**config.mk**
```make
export PLATFORM = sky130hd
export DESIGN_NAME = rom_window_fetch_flat
export DESIGN_NICKNAME = d
export VERILOG_FILES = /design/src/rtl/rom_window_fetch_pkg.sv /design/src/rtl/rom_window_fetch_if.sv /design/src/rtl/rom_window_fetch_addr_gen.sv /design/src/rtl/rom_window_fetch.sv /design/src/flat_wrapper.sv
export SDC_FILE = /design/constraint.sdc
export NUM_CORES = 1
export LEC_CHECK = 0
export ABC_AREA = 1
export ABC_CLOCK_PERIOD_IN_PS = 8900
export BUFFER_PORTS_ARGS = -buffer_cell sky130_fd_sc_hd__buf_2
export CAP_MARGIN = 20
export CORE_UTILIZATION = 45
export CTS_BUF_LIST = sky130_fd_sc_hd__clkbuf_8 sky130_fd_sc_hd__clkbuf_16
export DETAILED_ROUTE_END_ITERATION = 16
export PLACE_DENSITY_LB_ADDON = 0.1
export REMOVE_ABC_BUFFERS = 1
export SYNTH_ARGS = -nofsm -noshare
export SYNTH_HDL_FRONTEND = slang
export SYNTH_HIERARCHICAL = 1
export SYNTH_SLANG_ARGS = --single-unit
```
**constraint.sdc**
```tcl
create_clock -name clk -period 8.9 [get_ports clk]
set_clock_uncertainty 0.05 [all_clocks]
set_input_delay 1.78 -clock clk [delete_from_list [all_inputs] [get_ports clk]]
set_output_delay 1.78 -clock clk [all_outputs]
set_load 0.05 [all_outputs]
```
**src/rtl/rom_window_fetch_pkg.sv**
```systemverilog
// Shared types and defaults for the sequential ROM window fetcher.
package rom_win_pkg;

  typedef enum logic [1:0] {IDLE, ISSUE, DRAIN, VALID} state_e;

  localparam int ADDR_W_DFLT  = 19;
  localparam int DATA_W_DFLT  = 16;
  localparam int WIN_W_DFLT   = 3;
  localparam int WIN_H_DFLT   = 3;
  localparam int STRIDE_DFLT  = 640;
  localparam int DEPTH_DFLT   = 307200;
  localparam int ROM_LAT_DFLT = 1;
  localparam int N_TAPS       = WIN_W_DFLT * WIN_H_DFLT;

  // Width of a counter/index covering 0..n-1, never below one bit.
  function automatic int idx_w(input int n);
    return (n <= 2) ? 1 : $clog2(n);
  endfunction

endpackage

```
**src/rtl/rom_window_fetch_if.sv**
```systemverilog
// Request, ROM and window-output signals of the window fetcher.
interface rom_window_fetch_if import rom_win_pkg::*; #(
  parameter int ADDR_W = ADDR_W_DFLT,
  parameter int DATA_W = DATA_W_DFLT,
  parameter int TAPS   = N_TAPS
);
  logic                   req_valid;
  logic                   req_ready;
  logic [ADDR_W-1:0]      req_addr;
  logic                   rom_en;
  logic [ADDR_W-1:0]      rom_addr;
  logic [DATA_W-1:0]      rom_rdata;
  logic                   out_valid;
  logic                   out_ready;
  logic [TAPS*DATA_W-1:0] out_data;

  // slave: the fetcher itself; master: requester, ROM and consumer side.
  modport slave (
    input  req_valid, req_addr, rom_rdata, out_ready,
    output req_ready, rom_en, rom_addr, out_valid, out_data
  );
  modport master (
    output req_valid, req_addr, rom_rdata, out_ready,
    input  req_ready, rom_en, rom_addr, out_valid, out_data
  );
endinterface

```
**src/rtl/rom_window_fetch_addr_gen.sv**
```systemverilog
// Walks the window taps row-major: base + r*STRIDE + c, with in-range and last-tap flags.
module rom_win_addr_gen import rom_win_pkg::*; #(
  parameter int ADDR_W = ADDR_W_DFLT,
  parameter int WIN_W  = WIN_W_DFLT,
  parameter int WIN_H  = WIN_H_DFLT,
  parameter int STRIDE = STRIDE_DFLT,
  parameter int DEPTH  = DEPTH_DFLT
) (
  input  logic                            clk,
  input  logic                            rst,
  input  logic                            start,
  input  logic                            step,
  input  logic [ADDR_W-1:0]               base,
  output logic [ADDR_W-1:0]               addr,
  output logic                            in_range,
  output logic [idx_w(WIN_W*WIN_H)-1:0]   tap,
  output logic                            last
);
  localparam int NT = WIN_W * WIN_H;
  localparam int TW = idx_w(NT);
  localparam int CW = idx_w(WIN_W);
  localparam bit FULL_MAP = (longint'(DEPTH) >= (longint'(1) << ADDR_W));
  localparam logic [ADDR_W:0] DEPTH_V  = FULL_MAP ? '0 : (ADDR_W+1)'(DEPTH);
  localparam logic [ADDR_W:0] STRIDE_V = (ADDR_W+1)'(STRIDE);

  logic [ADDR_W-1:0] base_q, base_d;
  logic [CW-1:0]     col_q, col_d;
  logic [ADDR_W:0]   roff_q, roff_d;
  logic [TW-1:0]     tap_q, tap_d;
  logic [ADDR_W:0]   full;

  always_comb begin
    base_d = base_q;
    col_d  = col_q;
    roff_d = roff_q;
    tap_d  = tap_q;
    if (start) begin
      base_d = base;
      col_d  = '0;
      roff_d = '0;
      tap_d  = '0;
    end else if (step) begin
      tap_d = tap_q + TW'(1);
      // Row offset is accumulated rather than multiplied.
      if (col_q == CW'(WIN_W - 1)) begin
        col_d  = '0;
        roff_d = roff_q + STRIDE_V;
      end else begin
        col_d = col_q + CW'(1);
      end
    end
  end

  always_ff @(posedge clk or posedge rst) begin
    if (rst) begin
      base_q <= '0;
      col_q  <= '0;
      roff_q <= '0;
      tap_q  <= '0;
    end else begin
      base_q <= base_d;
      col_q  <= col_d;
      roff_q <= roff_d;
      tap_q  <= tap_d;
    end
  end

  // One extra bit so a sum past 2^ADDR_W reads as out of image.
  assign full     = {1'b0, base_q} + roff_q + (ADDR_W+1)'(col_q);
  assign addr     = full[ADDR_W-1:0];
  assign in_range = FULL_MAP ? 1'b1 : (full < DEPTH_V);
  assign tap      = tap_q;
  assign last     = (tap_q == TW'(NT - 1));

endmodule

```
**src/rtl/rom_window_fetch.sv**
```systemverilog
// Sequential window reader: one ROM tap per cycle, zero-padded outside the image, valid/ready output.
module rom_window_fetch import rom_win_pkg::*; #(
  parameter int ADDR_W  = ADDR_W_DFLT,
  parameter int DATA_W  = DATA_W_DFLT,
  parameter int WIN_W   = WIN_W_DFLT,
  parameter int WIN_H   = WIN_H_DFLT,
  parameter int STRIDE  = STRIDE_DFLT,
  parameter int DEPTH   = DEPTH_DFLT,
  parameter int ROM_LAT = ROM_LAT_DFLT
) (
  input logic               clk,
  input logic               rst,
  rom_window_fetch_if.slave bus
);
  localparam int NT = WIN_W * WIN_H;
  localparam int TW = idx_w(NT);
  localparam int LW = idx_w(ROM_LAT);

  typedef struct packed {
    logic          vld;
    logic          inr;
    logic [TW-1:0] idx;
  } tag_t;

  state_e                     state_q, state_d;
  logic [LW-1:0]              drain_q, drain_d;
  tag_t                       tag_in;
  tag_t [ROM_LAT:1]           tag_q, tag_d;
  logic [NT-1:0][DATA_W-1:0]  win_q, win_d;
  logic [ADDR_W-1:0]          rom_addr_q, rom_addr_d;

  logic              start, step, rom_en;
  logic              gen_inr, gen_last;
  logic [ADDR_W-1:0] gen_addr;
  logic [TW-1:0]     gen_tap;

  rom_win_addr_gen #(
    .ADDR_W (ADDR_W),
    .WIN_W  (WIN_W),
    .WIN_H  (WIN_H),
    .STRIDE (STRIDE),
    .DEPTH  (DEPTH)
  ) u_addr_gen (
    .clk      (clk),
    .rst      (rst),
    .start    (start),
    .step     (step),
    .base     (bus.req_addr),
    .addr     (gen_addr),
    .in_range (gen_inr),
    .tap      (gen_tap),
    .last     (gen_last)
  );

  always_ff @(posedge clk or posedge rst) begin
    if (rst) state_q <= IDLE;
    else     state_q <= state_d;
  end

  always_comb begin
    state_d = state_q;
    drain_d = drain_q;
    case (state_q)
      IDLE:  if (bus.req_valid) state_d = ISSUE;
      ISSUE: if (gen_last) begin
               state_d = DRAIN;
               drain_d = '0;
             end
      DRAIN: begin
               drain_d = drain_q + LW'(1);
               if (drain_q == LW'(ROM_LAT - 1)) state_d = VALID;
             end
      VALID: if (bus.out_ready) state_d = IDLE;
      default: state_d = IDLE;
    endcase
  end

  always_comb begin
    start  = (state_q == IDLE) && bus.req_valid;
    step   = (state_q == ISSUE);
    rom_en = step && gen_inr;
  end

  assign bus.req_ready = (state_q == IDLE);
  assign bus.rom_en    = rom_en;
  assign bus.rom_addr  = rom_en ? gen_addr : rom_addr_q;
  assign bus.out_valid = (state_q == VALID);
  assign bus.out_data  = win_q;

  // Tag rides alongside the ROM read so each return knows its slot and whether to pad.
  always_comb begin
    tag_in     = '{vld: step, inr: gen_inr, idx: gen_tap};
    tag_d[1]   = tag_in;
    for (int i = 2; i <= ROM_LAT; i++) tag_d[i] = tag_q[i-1];
    rom_addr_d = bus.rom_addr;
    win_d      = win_q;
    if (tag_q[ROM_LAT].vld)
      win_d[tag_q[ROM_LAT].idx] = tag_q[ROM_LAT].inr ? bus.rom_rdata : '0;
  end

  always_ff @(posedge clk or posedge rst) begin
    if (rst) begin
      drain_q    <= '0;
      tag_q      <= '0;
      win_q      <= '0;
      rom_addr_q <= '0;
    end else begin
      drain_q    <= drain_d;
      tag_q      <= tag_d;
      win_q      <= win_d;
      rom_addr_q <= rom_addr_d;
    end
  end

endmodule

```
**src/flat_wrapper.sv**
```systemverilog
// flat-port wrapper written by rule: the top's interface ports become plain ports
module rom_window_fetch_flat import rom_win_pkg::*;
#(
  parameter int ADDR_W  = ADDR_W_DFLT,
  parameter int DATA_W  = DATA_W_DFLT,
  parameter int WIN_W   = WIN_W_DFLT,
  parameter int WIN_H   = WIN_H_DFLT,
  parameter int STRIDE  = STRIDE_DFLT,
  parameter int DEPTH   = DEPTH_DFLT,
  parameter int ROM_LAT = ROM_LAT_DFLT
)
  (clk, rst, bus_req_valid, bus_req_addr, bus_rom_rdata, bus_out_ready, bus_req_ready, bus_rom_en, bus_rom_addr, bus_out_valid, bus_out_data);
  rom_window_fetch_if #(.ADDR_W(ADDR_W), .DATA_W(DATA_W), .TAPS((9))) bus_i ();
  input logic clk;
  input logic rst;
  input wire logic [$bits(bus_i.req_valid)-1:0] bus_req_valid;
  input wire logic [$bits(bus_i.req_addr)-1:0] bus_req_addr;
  input wire logic [$bits(bus_i.rom_rdata)-1:0] bus_rom_rdata;
  input wire logic [$bits(bus_i.out_ready)-1:0] bus_out_ready;
  output wire logic [$bits(bus_i.req_ready)-1:0] bus_req_ready;
  output wire logic [$bits(bus_i.rom_en)-1:0] bus_rom_en;
  output wire logic [$bits(bus_i.rom_addr)-1:0] bus_rom_addr;
  output wire logic [$bits(bus_i.out_valid)-1:0] bus_out_valid;
  output wire logic [$bits(bus_i.out_data)-1:0] bus_out_data;
  assign bus_i.req_valid = bus_req_valid;
  assign bus_i.req_addr = bus_req_addr;
  assign bus_i.rom_rdata = bus_rom_rdata;
  assign bus_i.out_ready = bus_out_ready;
  assign bus_req_ready = bus_i.req_ready;
  assign bus_rom_en = bus_i.rom_en;
  assign bus_rom_addr = bus_i.rom_addr;
  assign bus_out_valid = bus_i.out_valid;
  assign bus_out_data = bus_i.out_data;
  rom_window_fetch #(.ADDR_W(ADDR_W), .DATA_W(DATA_W), .WIN_W(WIN_W), .WIN_H(WIN_H), .STRIDE(STRIDE), .DEPTH(DEPTH), .ROM_LAT(ROM_LAT)) u_core (.clk(clk), .rst(rst), .bus(bus_i));
endmodule
```
# Yosys cells after proc, flatten, opt, wreduce, memory -nomap -nowiden
# Index checks and enable logic that the tools add are counted.
# totals
ff_bits	217
inputBits	39
output_inout_bits	166
wordCells	67
# classes
add_sub_neg	6
order_cmp	3
eq_ne	9
mux	20
n_reduce_logical	10
# op_table
operator	n
bitwise mux 144 bit	1
demux 16 bit (select 4 bit)	1
two-way mux 20 bit	3
two-way mux 16 bit	2
adder 19 x 20 -> 20 bit	1
adder 20 x 10 -> 20 bit (second input constant)	1
adder 20 x 2 -> 20 bit	1
< comparator 20 x 19 -> 1 bit (second input constant)	1
two-way mux 19 bit	1
two-way mux 2 bit	7
two-way mux 4 bit	2
!= test 2 bit (second input constant)	4
case mux 2 bit (4 select lines)	1
== test 2 bit (second input constant)	3
nonzero test 2 bit	3
< comparator 4 x 5 -> 1 bit (second input constant)	1
adder 4 x 1 -> 4 bit (second input constant)	1
== test 4 bit (second input constant)	1
greater-or-equal comparator 4 x 1 -> 1 bit (second input constant)	1
AND reduction 2 bit	2
AND reduction 4 bit	1
logical AND 1 bit	3
adder 2 x 1 -> 2 bit (second input constant)	1
== test 2 x 1 -> 1 bit (second input constant)	1
other kinds (4)	4

# Depth between registers and ports, before layout
# Gate-level depths: netlist of the first run.
# depth
ltp_word	5
mapped_depth	20
mapped_depth_nobuf	19

# Hierarchy
# The synthesis of the first run kept the hierarchy.
# modules_own_cells
module	instances	cells_per_inst	area_each_um2	seq_area_each_um2
rom_window_fetch	1	705	6807.8	4304.1
rom_win_addr_gen	1	410	2830.2	950.9

# Worst setup path after synthesis of the first run
# OpenSTA, ideal clock, no wires.
# synth_timing
kind	reg2out
startpoint	register u_core.u_addr_gen.base_q[1]
endpoint	output bus_rom_addr[10]
arrival_time_ps	3230
t_required_ps	7070
setup_slack_ps	3840
path_stages_with_launch	20
path_buffers	1
cell_sequence	dfrtp_1 ha_1 ha_1 fa_1 nand2_1 nor2_1 nand2_1 nand2_1 nand2_1 nand4_1 nand2_1 nand2_1 nor2_1 nand2_1 nand2_1 nand2_1 inv_1 clkbuf_1 nand2_1 nand2_1
# synth_between
elab_chain_cells	5
# synth_rtl
element	line_no	rtl
from (decl)	rom_window_fetch_addr_gen.sv:26	logic [ADDR_W-1:0] base_q, base_d;
from (signal assigned)	rom_window_fetch_addr_gen.sv:61	base_q <= base_d;
adder 19 x 20 -> 20 bit	rom_window_fetch_addr_gen.sv:69	assign full = {1'b0, base_q} + roff_q + (ADDR_W+1)'(col_q);
adder 20 x 2 -> 20 bit	rom_window_fetch_addr_gen.sv:69	
< comparator 20 x 19 -> 1 bit	rom_window_fetch_addr_gen.sv:71	assign in_range = FULL_MAP ? 1'b1 : (full < DEPTH_V);
named net u_core.gen_inr	rom_window_fetch.sv:33	logic gen_inr, gen_last;
logical AND 1 bit	rom_window_fetch.sv:81	rom_en = step && gen_inr;
named net bus_rom_en	flat_wrapper.sv:21	output wire logic [$bits(bus_i.rom_en)-1:0] bus_rom_en;
two-way mux 19 bit	rom_window_fetch.sv:86	assign bus.rom_addr = rom_en ? gen_addr : rom_addr_q;
to (decl)	flat_wrapper.sv:22	output wire logic [$bits(bus_i.rom_addr)-1:0] bus_rom_addr;
# The timed path passes the listed nets, and every way through them passes these cells.

# Worst setup path in the final report of the first run
# layout_timing
startpoint	register u_core.u_addr_gen.base_q[1]
endpoint	output bus_rom_addr[0]
# layout_between
elab_chain_cells	5
# layout_rtl
element	line_no
adder 19 x 20 -> 20 bit	rom_window_fetch_addr_gen.sv:69
adder 20 x 2 -> 20 bit	rom_window_fetch_addr_gen.sv:69
< comparator 20 x 19 -> 1 bit	rom_window_fetch_addr_gen.sv:71
named net u_core.gen_inr	rom_window_fetch.sv:33
logical AND 1 bit	rom_window_fetch.sv:81
two-way mux 19 bit	rom_window_fetch.sv:86
# The timed path passes the listed nets, and every way through them passes these cells.

==> reports/qor.csv, run 1 <==
stage,metric,value,unit
clock_tree,cts_hold_buffers,0,
clock_tree,worst_setup_hold_path_clk_slew,0.06,ns
global_route,grt_antenna_before_repair,0,
timing,setup_viol_count_final,0,
worst_hold_path,min_delay_path_depth,0,
global_route,grt_util_all_layers,22.6,%
clock_tree,clkSinkCount,210,
floorplan,floorplan.initialDensity,45.8,%
floorplan,top_level_ports,205,
timing,slew_viol_final,0,
timing,total_negative_slack,0,ns
global_route,global_route_wire_length_before_repair,39.0,mm
routing,post_route_drc_violation_count,0,
final_layout,most-common-layout-cells,"sky130_fd_sc_hd__nand2_1 (521), sky130_fd_sc_hd__dfrtp_1 (210), sky130_fd_sc_hd__buf_2 (204), sky130_fd_sc_hd__inv_1 (87), sky130_fd_sc_hd__o21ai_1 (36)",
timing,finalHoldViolations,0,
yosys,synth-seq-area-share,54.5,%
global_route,via_count_of_the_first_global_routing_pass,7261,
routing,route.final.wire_length,24.8,mm
floorplan,chipWidth,148,µm
worst_setup_path,critPathLaunch,u_core/u_addr_gen/base_q[1],
worst_setup_path,rr_endpoint,u_core/rom_addr_q[18],
floorplan,rows,53,
timing,worst_pin_slew,0.941,ns
clock_tree,tritoncts,done,
clock_tree,clock_latency,0.52,ns
flow_run,maxCapViolCount,0,
clock_tree,numCtsBuffers,24,
global_route,grt_max_degree,102,
routing,drt-initial-drc-count,473,
timing,finalCritPeriodShare,66.9,%
worst_setup_path,start_kind,register,
placed_design,detailedPlacementHpwl,17.7,mm
worst_setup_path,critPathRequiredTime,7.07,ns
floorplan,vertical_die_dimension,148,µm
outcome,outcome,finished clean,
timing,slew-limit-headroom,37.3,%
final_layout,footprint_of_the_multi_input_gates,3770,µm²
placed_design,routabilityCongestion,0.849,
worst_hold_path,min_from,u_core/u_addr_gen/tap[2],
clock_tree,cts_root_cell,sky130_fd_sc_hd__clkbuf_16,
routing,vias_per_instance,4.86,
yosys,number_of_register_bits_inferred_by_synthesis,210,
worst_setup_path,critical_path.max_fanout,20,
yosys,syn_area,9640,µm²
timing,final_critical_path_time_including_i_o_delays_and_setup,5.96,ns
floorplan,core_box_area,21000,µm²
routing,drt_first_pass_iters,5,
yosys,syn-instance-count,1115,
worst_setup_path,register_to_register_setup_slack,5.40,ns
clock_tree,cts_max_level,1,
final_layout,area_delta_synth_final,20.5,%
routing,dr_total_vias,7815,
routing,ant_nets,0,
final_layout,final_common_cell,sky130_fd_sc_hd__nand2_1,
timing,grt_setup_unrepaired,false,
floorplan,die-area,22000,µm²
timing,fmax,168,MHz
clock_tree,post_cts.repair.setup_buffers,0,
final_layout,sequential_cell_area,5260,µm²
routing,wl_per_cell,15.4,µm
worst_setup_path,worst_path_class_setup,register to output port,
yosys,yosysUniqueCellTypes,34,
worst_setup_path,r2r_start,u_core/u_addr_gen/base_q[1],
worst_setup_path,cp.arrival,4.13,ns
yosys,ys.warnings.count,6,
final_layout,num-fill-cells,1985,
global_route,globalRouteOverflowTotal,0,
yosys,post_synth.cell_area_avg,8.64,µm²
worst_setup_path,critical_path.endpoint_type,output port,
clock_tree,cts_resized,0,
clock_tree,max-clock-path-buffers,3,
final_layout,layout-drive-gt1-share,22.6,%
worst_setup_path,r2r.worst_path.cells,15,
worst_hold_path,min_to,u_core/tag_q[2],
worst_hold_path,timing.hold.worst.class,register to register,
final_layout,nets,1387,
placed_design,port_buffers,204,
metrics by stage:
stage	instances	setup WS [ns]	hold WS (ns)	utilization, %	area (µm²)
2_1_floorplan	1080	2.41	0.324	-	9350
3_3_place_gp	1561	3.49	0.333	51.1	10700
3_5_place_dp	1561	3.45	0.338	51.1	10700
4_1_cts	1605	2.89	0.352	55.2	11600
5_1_grt	1605	2.56	0.363	55.2	11600
6_report	1607	2.94	0.351	55.2	11600
Yosys cell counts:
cell	instances	area, µm²
sky130_fd_sc_hd__nand2_1	521	1960
sky130_fd_sc_hd__dfrtp_1	210	5260
sky130_fd_sc_hd__inv_1	85	319
sky130_fd_sc_hd__o21ai_1	36	180
sky130_fd_sc_hd__ha_1	35	438
sky130_fd_sc_hd__nor2_1	32	120
sky130_fd_sc_hd__o21ai_0	32	160
sky130_fd_sc_hd__o21ai_2	31	272
sky130_fd_sc_hd__nand3_1	21	105
sky130_fd_sc_hd__a21oi_1	18	90.1
sky130_fd_sc_hd__buf_6	18	203
sky130_fd_sc_hd__nand4_1	10	62.6
sky130_fd_sc_hd__xor2_1	9	78.8
sky130_fd_sc_hd__clkbuf_1	8	30.0
sky130_fd_sc_hd__nor3_1	7	35.0
sky130_fd_sc_hd__nor2_4	6	67.6
sky130_fd_sc_hd__buf_2	5	25.0
sky130_fd_sc_hd__nand2_2	5	31.3
sky130_fd_sc_hd__nor2_2	4	25.0
sky130_fd_sc_hd__buf_4	3	22.5
sky130_fd_sc_hd__xnor2_1	3	26.3
sky130_fd_sc_hd__and2_1	2	12.5
sky130_fd_sc_hd__nand3_2	2	20.0
sky130_fd_sc_hd__nor4_1	2	12.5
sky130_fd_sc_hd__a21o_1	1	7.51
sky130_fd_sc_hd__clkbuf_2	1	5.00
sky130_fd_sc_hd__fa_1	1	20.0
sky130_fd_sc_hd__inv_2	1	3.75
sky130_fd_sc_hd__nand2_4	1	11.3
sky130_fd_sc_hd__nand3b_1	1	7.51
sky130_fd_sc_hd__nor3_4	1	16.3
sky130_fd_sc_hd__o21bai_1	1	7.51
sky130_fd_sc_hd__o22ai_1	1	6.26
sky130_fd_sc_hd__or2_2	1	6.26
critical path, cell delays in order, from the launching register on:
cell,delay [ns]
sky130_fd_sc_hd__dfrtp_1,0.39
sky130_fd_sc_hd__ha_1,0.30
sky130_fd_sc_hd__ha_1,0.22
sky130_fd_sc_hd__fa_1,0.44
sky130_fd_sc_hd__nand2_1,0.10
sky130_fd_sc_hd__nor2_1,0.07
sky130_fd_sc_hd__nand2_1,0.07
sky130_fd_sc_hd__nand2_1,0.07
sky130_fd_sc_hd__nand2_1,0.08
sky130_fd_sc_hd__nand4_1,0.07
sky130_fd_sc_hd__nand2_1,0.11
sky130_fd_sc_hd__nand2_1,0.06
sky130_fd_sc_hd__nor2_1,0.08
sky130_fd_sc_hd__nand2_1,0.05
sky130_fd_sc_hd__nand2_1,0.07
sky130_fd_sc_hd__nand2_1,0.37
sky130_fd_sc_hd__inv_1,0.60
sky130_fd_sc_hd__nand2_1,0.10
sky130_fd_sc_hd__nand2_1,0.11
sky130_fd_sc_hd__buf_2,0.28
cell type report:
type / instances / area share, %
Inverter: 86 / 2.82
Sequential cell: 210 / 45.2
Multi-Input combinational cell: 784 / 32.5
Clock buffer: 28 / 5.65
Tap cell: 275 / 2.96
Timing Repair Buffer: 206 / 8.92
Clock inverter: 16 / 1.85
Antenna cell: 2 / 0.0431
logic make-up (layout without fill, tap and decap cells):
family	count (synthesis)	after routing	synth area share, %
compound gates	120	120	7.50
xor+xnor	12	12	1.09
fa+ha+maj	36	36	4.75
buf+inv	121	336	6.31
flops	210	210	54.5
other cells	0	2	0
simple gates	616	616	25.8
worst max-delay path by stage:
stage | endpoint | slack (ns)
after floorplan | u_core/bus.out_data[0] | 2.41
after global placement | bus_rom_addr[0] | 3.49
after detailed placement | bus_rom_addr[0] | 3.45
after CTS | bus_rom_addr[0] | 2.89
after global routing | bus_rom_addr[0] | 2.56
final | bus_rom_addr[0] | 2.94
registers in the layout, indices dropped and copies added (netlist names):
name                      cells
u_core/u_addr_gen/col_q       2
u_core/state_q                2
u_core/u_addr_gen/base_q     19
u_core/bus.out_data         144
u_core/rom_addr_q            19
u_core/drain_q                1
u_core/u_addr_gen/tap         4
u_core/u_addr_gen/roff_q     13
u_core/tag_q                  6
layer usage:
layer  wire length [µm]  global-route usage (%)  share of wire [%]  vias to the layer above
met5                  0                       0                  0                        -
met4                452                    5.21                1.8                        0
met3               1270                    3.19                5.1                       33
met2              12300                    39.2                 49                      199
met1              10800                    30.0                 44                     3676
li1                   -                       -                  -                     3907
Power of run 1 is left out: the tool's default activity adds up to more than one toggle a clock period on the data nets, which glitch-free logic cannot reach.
==> run 2: changes to the inputs <==
Settings changed: ABC_CLOCK_PERIOD_IN_PS 8900 to 6010.
Clock period 8.9 ns to 6.01 ns, I/O delays scaled along.
==> run 2 against run 1 <==
- worst setup slack worse by 2.3 ns
- final area shrank 0.90%
- die area is the same
- register-to-register slack got worse by 2.9 ns
- critical path depth did not move
- global-route usage is 0.15 points higher
- non-clock buffer count rose by 1
- hold slack got worse by 0.0031 ns
- critical path type unchanged
- largest cell class unchanged
==> reports/qor.csv, run 2 (same netlist as run 1, synthesis figures left out) <==
stage,metric,value,unit,change
routing,route.final.wire_length,24.8,mm,about the same
final_layout,largest_register_ff_count,144,,unchanged
clock_tree,clkSinkCount,210,,unchanged
clock_tree,numCtsBuffers,23,,was 24
worst_setup_path,critPathRequiredTime,4.76,ns,was 7.07 ns
global_route,globalRouteOverflowTotal,0,,unchanged
final_layout,nets,1387,,unchanged
floorplan,rows,53,,unchanged
timing,total_negative_slack,0,ns,unchanged
worst_setup_path,critical_path.endpoint_type,output port,,unchanged
global_route,via_count_of_the_first_global_routing_pass,7134,,"was 7,261"
timing,setup_viol_count_final,0,,unchanged
global_route,grt_util_all_layers,22.8,%,was 22.6%
clock_tree,clock_latency,0.52,ns,about the same
global_route,peak_usage_layer_in_the_global_routing_report,met2,,unchanged
global_route,met2_usage_grt,39.8,%,was 39.2%
floorplan,die-area,22000,µm²,unchanged
routing,ant_nets,0,,unchanged
final_layout,final_common_cell,sky130_fd_sc_hd__nand2_1,,unchanged
routing,drt_first_pass_iters,5,,unchanged
worst_hold_path,min_to,u_core/tag_q[2],,unchanged
clock_tree,cts_root_cell,sky130_fd_sc_hd__clkbuf_16,,unchanged
routing,drt-initial-drc-count,473,,unchanged
global_route,grt_max_degree,86,,was 102
final_layout,n_antenna_cell,0,,was 2
worst_setup_path,worst_path_max_delay_cell,sky130_fd_sc_hd__inv_1,,unchanged
timing,finalCritPeriodShare,90.1,%,
placed_design,port_buffers,204,,unchanged
timing,slew_viol_final,0,,unchanged
placed_design,detailedPlacementHpwl,17.8,mm,was 17.7 mm
worst_setup_path,cp.arrival,4.16,ns,was 4.13 ns
floorplan,core_box_area,21000,µm²,unchanged
timing,worst_pin_slew,0.830,ns,was 0.941 ns
floorplan,floorplan.initialDensity,45.8,%,unchanged
timing,fmax,185,MHz,
routing,wl_per_cell,15.5,µm,was 15.4 µm
worst_setup_path,critical_path.n_buffers_inverters,2,,unchanged
clock_tree,worst_setup_hold_path_clk_slew,0.06,ns,about the same
timing,final_critical_path_time_including_i_o_delays_and_setup,5.42,ns,
worst_setup_path,critical_path.max_fanout,20,,unchanged
worst_hold_path,min_from,u_core/u_addr_gen/tap[2],,unchanged
clock_tree,post_cts.repair.setup_buffers,0,,unchanged
timing,finalHoldViolations,0,,unchanged
placed_design,routabilityCongestion,0.858,,was 0.849
final_layout,most-common-layout-cells,"sky130_fd_sc_hd__nand2_1 (521), sky130_fd_sc_hd__dfrtp_1 (210), sky130_fd_sc_hd__buf_2 (204), sky130_fd_sc_hd__inv_1 (85), sky130_fd_sc_hd__o21ai_1 (36)",,"was sky130_fd_sc_hd__nand2_1 (521), sky130_fd_sc_hd__dfrtp_1 (210), sky130_fd_sc_hd__buf_2 (204), sky130_fd_sc_hd__inv_1 (87), sky130_fd_sc_hd__o21ai_1 (36)"
final_layout,layout-drive-gt1-share,22.6,%,about the same
worst_setup_path,start_kind,register,,unchanged
routing,post_route_drc_violation_count,0,,unchanged
flow_run,maxCapViolCount,0,,unchanged
clock_tree,cts_resized,0,,unchanged
global_route,grt.met3_usage,3.13,%,was 3.19%
worst_setup_path,worst_path_class_setup,register to output port,,unchanged
worst_setup_path,r2r_start,u_core/u_addr_gen/base_q[1],,unchanged
clock_tree,max-clock-path-buffers,3,,unchanged
worst_setup_path,register_to_register_setup_slack,2.51,ns,was 5.40 ns
final_layout,area_delta_synth_final,19.4,%,was 20.5%
worst_setup_path,critical_path.top_delay_family,simple AND/OR/NAND/NOR gates,,unchanged
global_route,grt_antenna_before_repair,0,,unchanged
routing,dr_total_vias,7768,,"was 7,815"
worst_hold_path,timing.hold.worst.class,register to register,,unchanged
floorplan,chipWidth,148,µm,unchanged
timing,grt_setup_unrepaired,false,,unchanged
timing,slew-limit-headroom,44.7,%,was 37.3%
floorplan,vertical_die_dimension,148,µm,unchanged
floorplan,top_level_ports,205,,unchanged
worst_hold_path,min_delay_path_depth,0,,unchanged
worst_setup_path,worst_path_largest_cell_delay,0.62,ns,was 0.60 ns
worst_setup_path,r2r.worst_path.cells,18,,was 15
clock_tree,cts_max_level,1,,unchanged
routing,vias_per_instance,4.85,,was 4.86
global_route,met1_usage,30.1,%,was 30.0%
worst_setup_path,worstPathCellList,ha_1 > ha_1 > fa_1 > nand2_1 > nor2_1 > nand2_1 > nand2_1 > nand2_1 > nand4_1 > nand2_1 > nand2_1 > nor2_1 > nand2_1 > nand2_1 > nand2_1 > inv_1 > nand2_1 > nand2_1 > buf_2,,unchanged
global_route,global_route_wire_length_before_repair,39.1,mm,was 39.0 mm
clock_tree,tritoncts,done,,unchanged
worst_setup_path,rr_endpoint,u_core/rom_addr_q[4],,was u_core/rom_addr_q[18]
worst_setup_path,crit_path_frequent_cell,sky130_fd_sc_hd__nand2_1,,unchanged
outcome,outcome,finished clean,,unchanged
clock_tree,cts_hold_buffers,0,,unchanged
## run 2: cell count changes in the layout (fill, tap and decap cells not counted)
cell	previous run	this run
sky130_fd_sc_hd__buf_4	2	3
sky130_fd_sc_hd__clkbuf_8	4	6
sky130_fd_sc_hd__clkinv_2	6	7
sky130_fd_sc_hd__inv_1	87	85
sky130_fd_sc_hd__bufinv_16	5	1
sky130_fd_sc_hd__clkbuf_16	24	23
sky130_fd_sc_hd__diode_2	2	0
sky130_fd_sc_hd__clkinv_8	1	0
sky130_fd_sc_hd__inv_16	0	1
sky130_fd_sc_hd__inv_6	1	2
## run 2: final cells by class
cell class / instances / area, µm²
clock inverter: 12 / 105
fill: 2011 / 9510
sequential: 210 / 5260
tap: 275 / 344
timing repair buffer: 207 / 1040
multi-input combinational: 784 / 3770
clock buffer: 29 / 658
inverter: 86 / 328
## run 2: through the flow
| step | instance area, µm² | setup slack, ns | hold slack, ns | utilization [%] | cells |
|---|---|---|---|---|---|
| finish | 11500 | 0.595 | 0.348 | 54.7 | 1603 |
| global route | 11500 | 0.154 | 0.366 | 54.7 | 1603 |
| CTS | 11500 | 0.513 | 0.349 | 54.7 | 1603 |
| detailed placement | 10700 | 1.08 | 0.332 | 51.1 | 1562 |
| global placement | 10700 | 1.18 | 0.333 | 51.1 | 1562 |
| floorplan | 9350 | 0.0979 | 0.324 | - | 1080 |
## run 2: layer usage
layer / share of wire (%) / vias up
li1: - / 3893
met1: 43 / 3636
met5: 0 / -
met2: 50 / 216
met3: 4.9 / 23
met4: 1.4 / 0
## run 2: worst max path at each step
| stage | from | to | cells past startpoint |
|---|---|---|---|
| 2_1_floorplan | rst | u_core/bus.out_data[0] | 1 |
| 3_3_place_gp | u_core/u_addr_gen/base_q[1] | bus_rom_addr[0] | 19 |
| 3_5_place_dp | u_core/u_addr_gen/base_q[1] | bus_rom_addr[0] | 19 |
| 6_report | u_core/u_addr_gen/base_q[1] | bus_rom_addr[0] | 19 |
| 5_1_grt | u_core/u_addr_gen/base_q[1] | bus_rom_addr[18] | 19 |
| 4_1_cts | u_core/u_addr_gen/base_q[1] | bus_rom_addr[0] | 19 |
Power of run 2 is left out for the same reason.
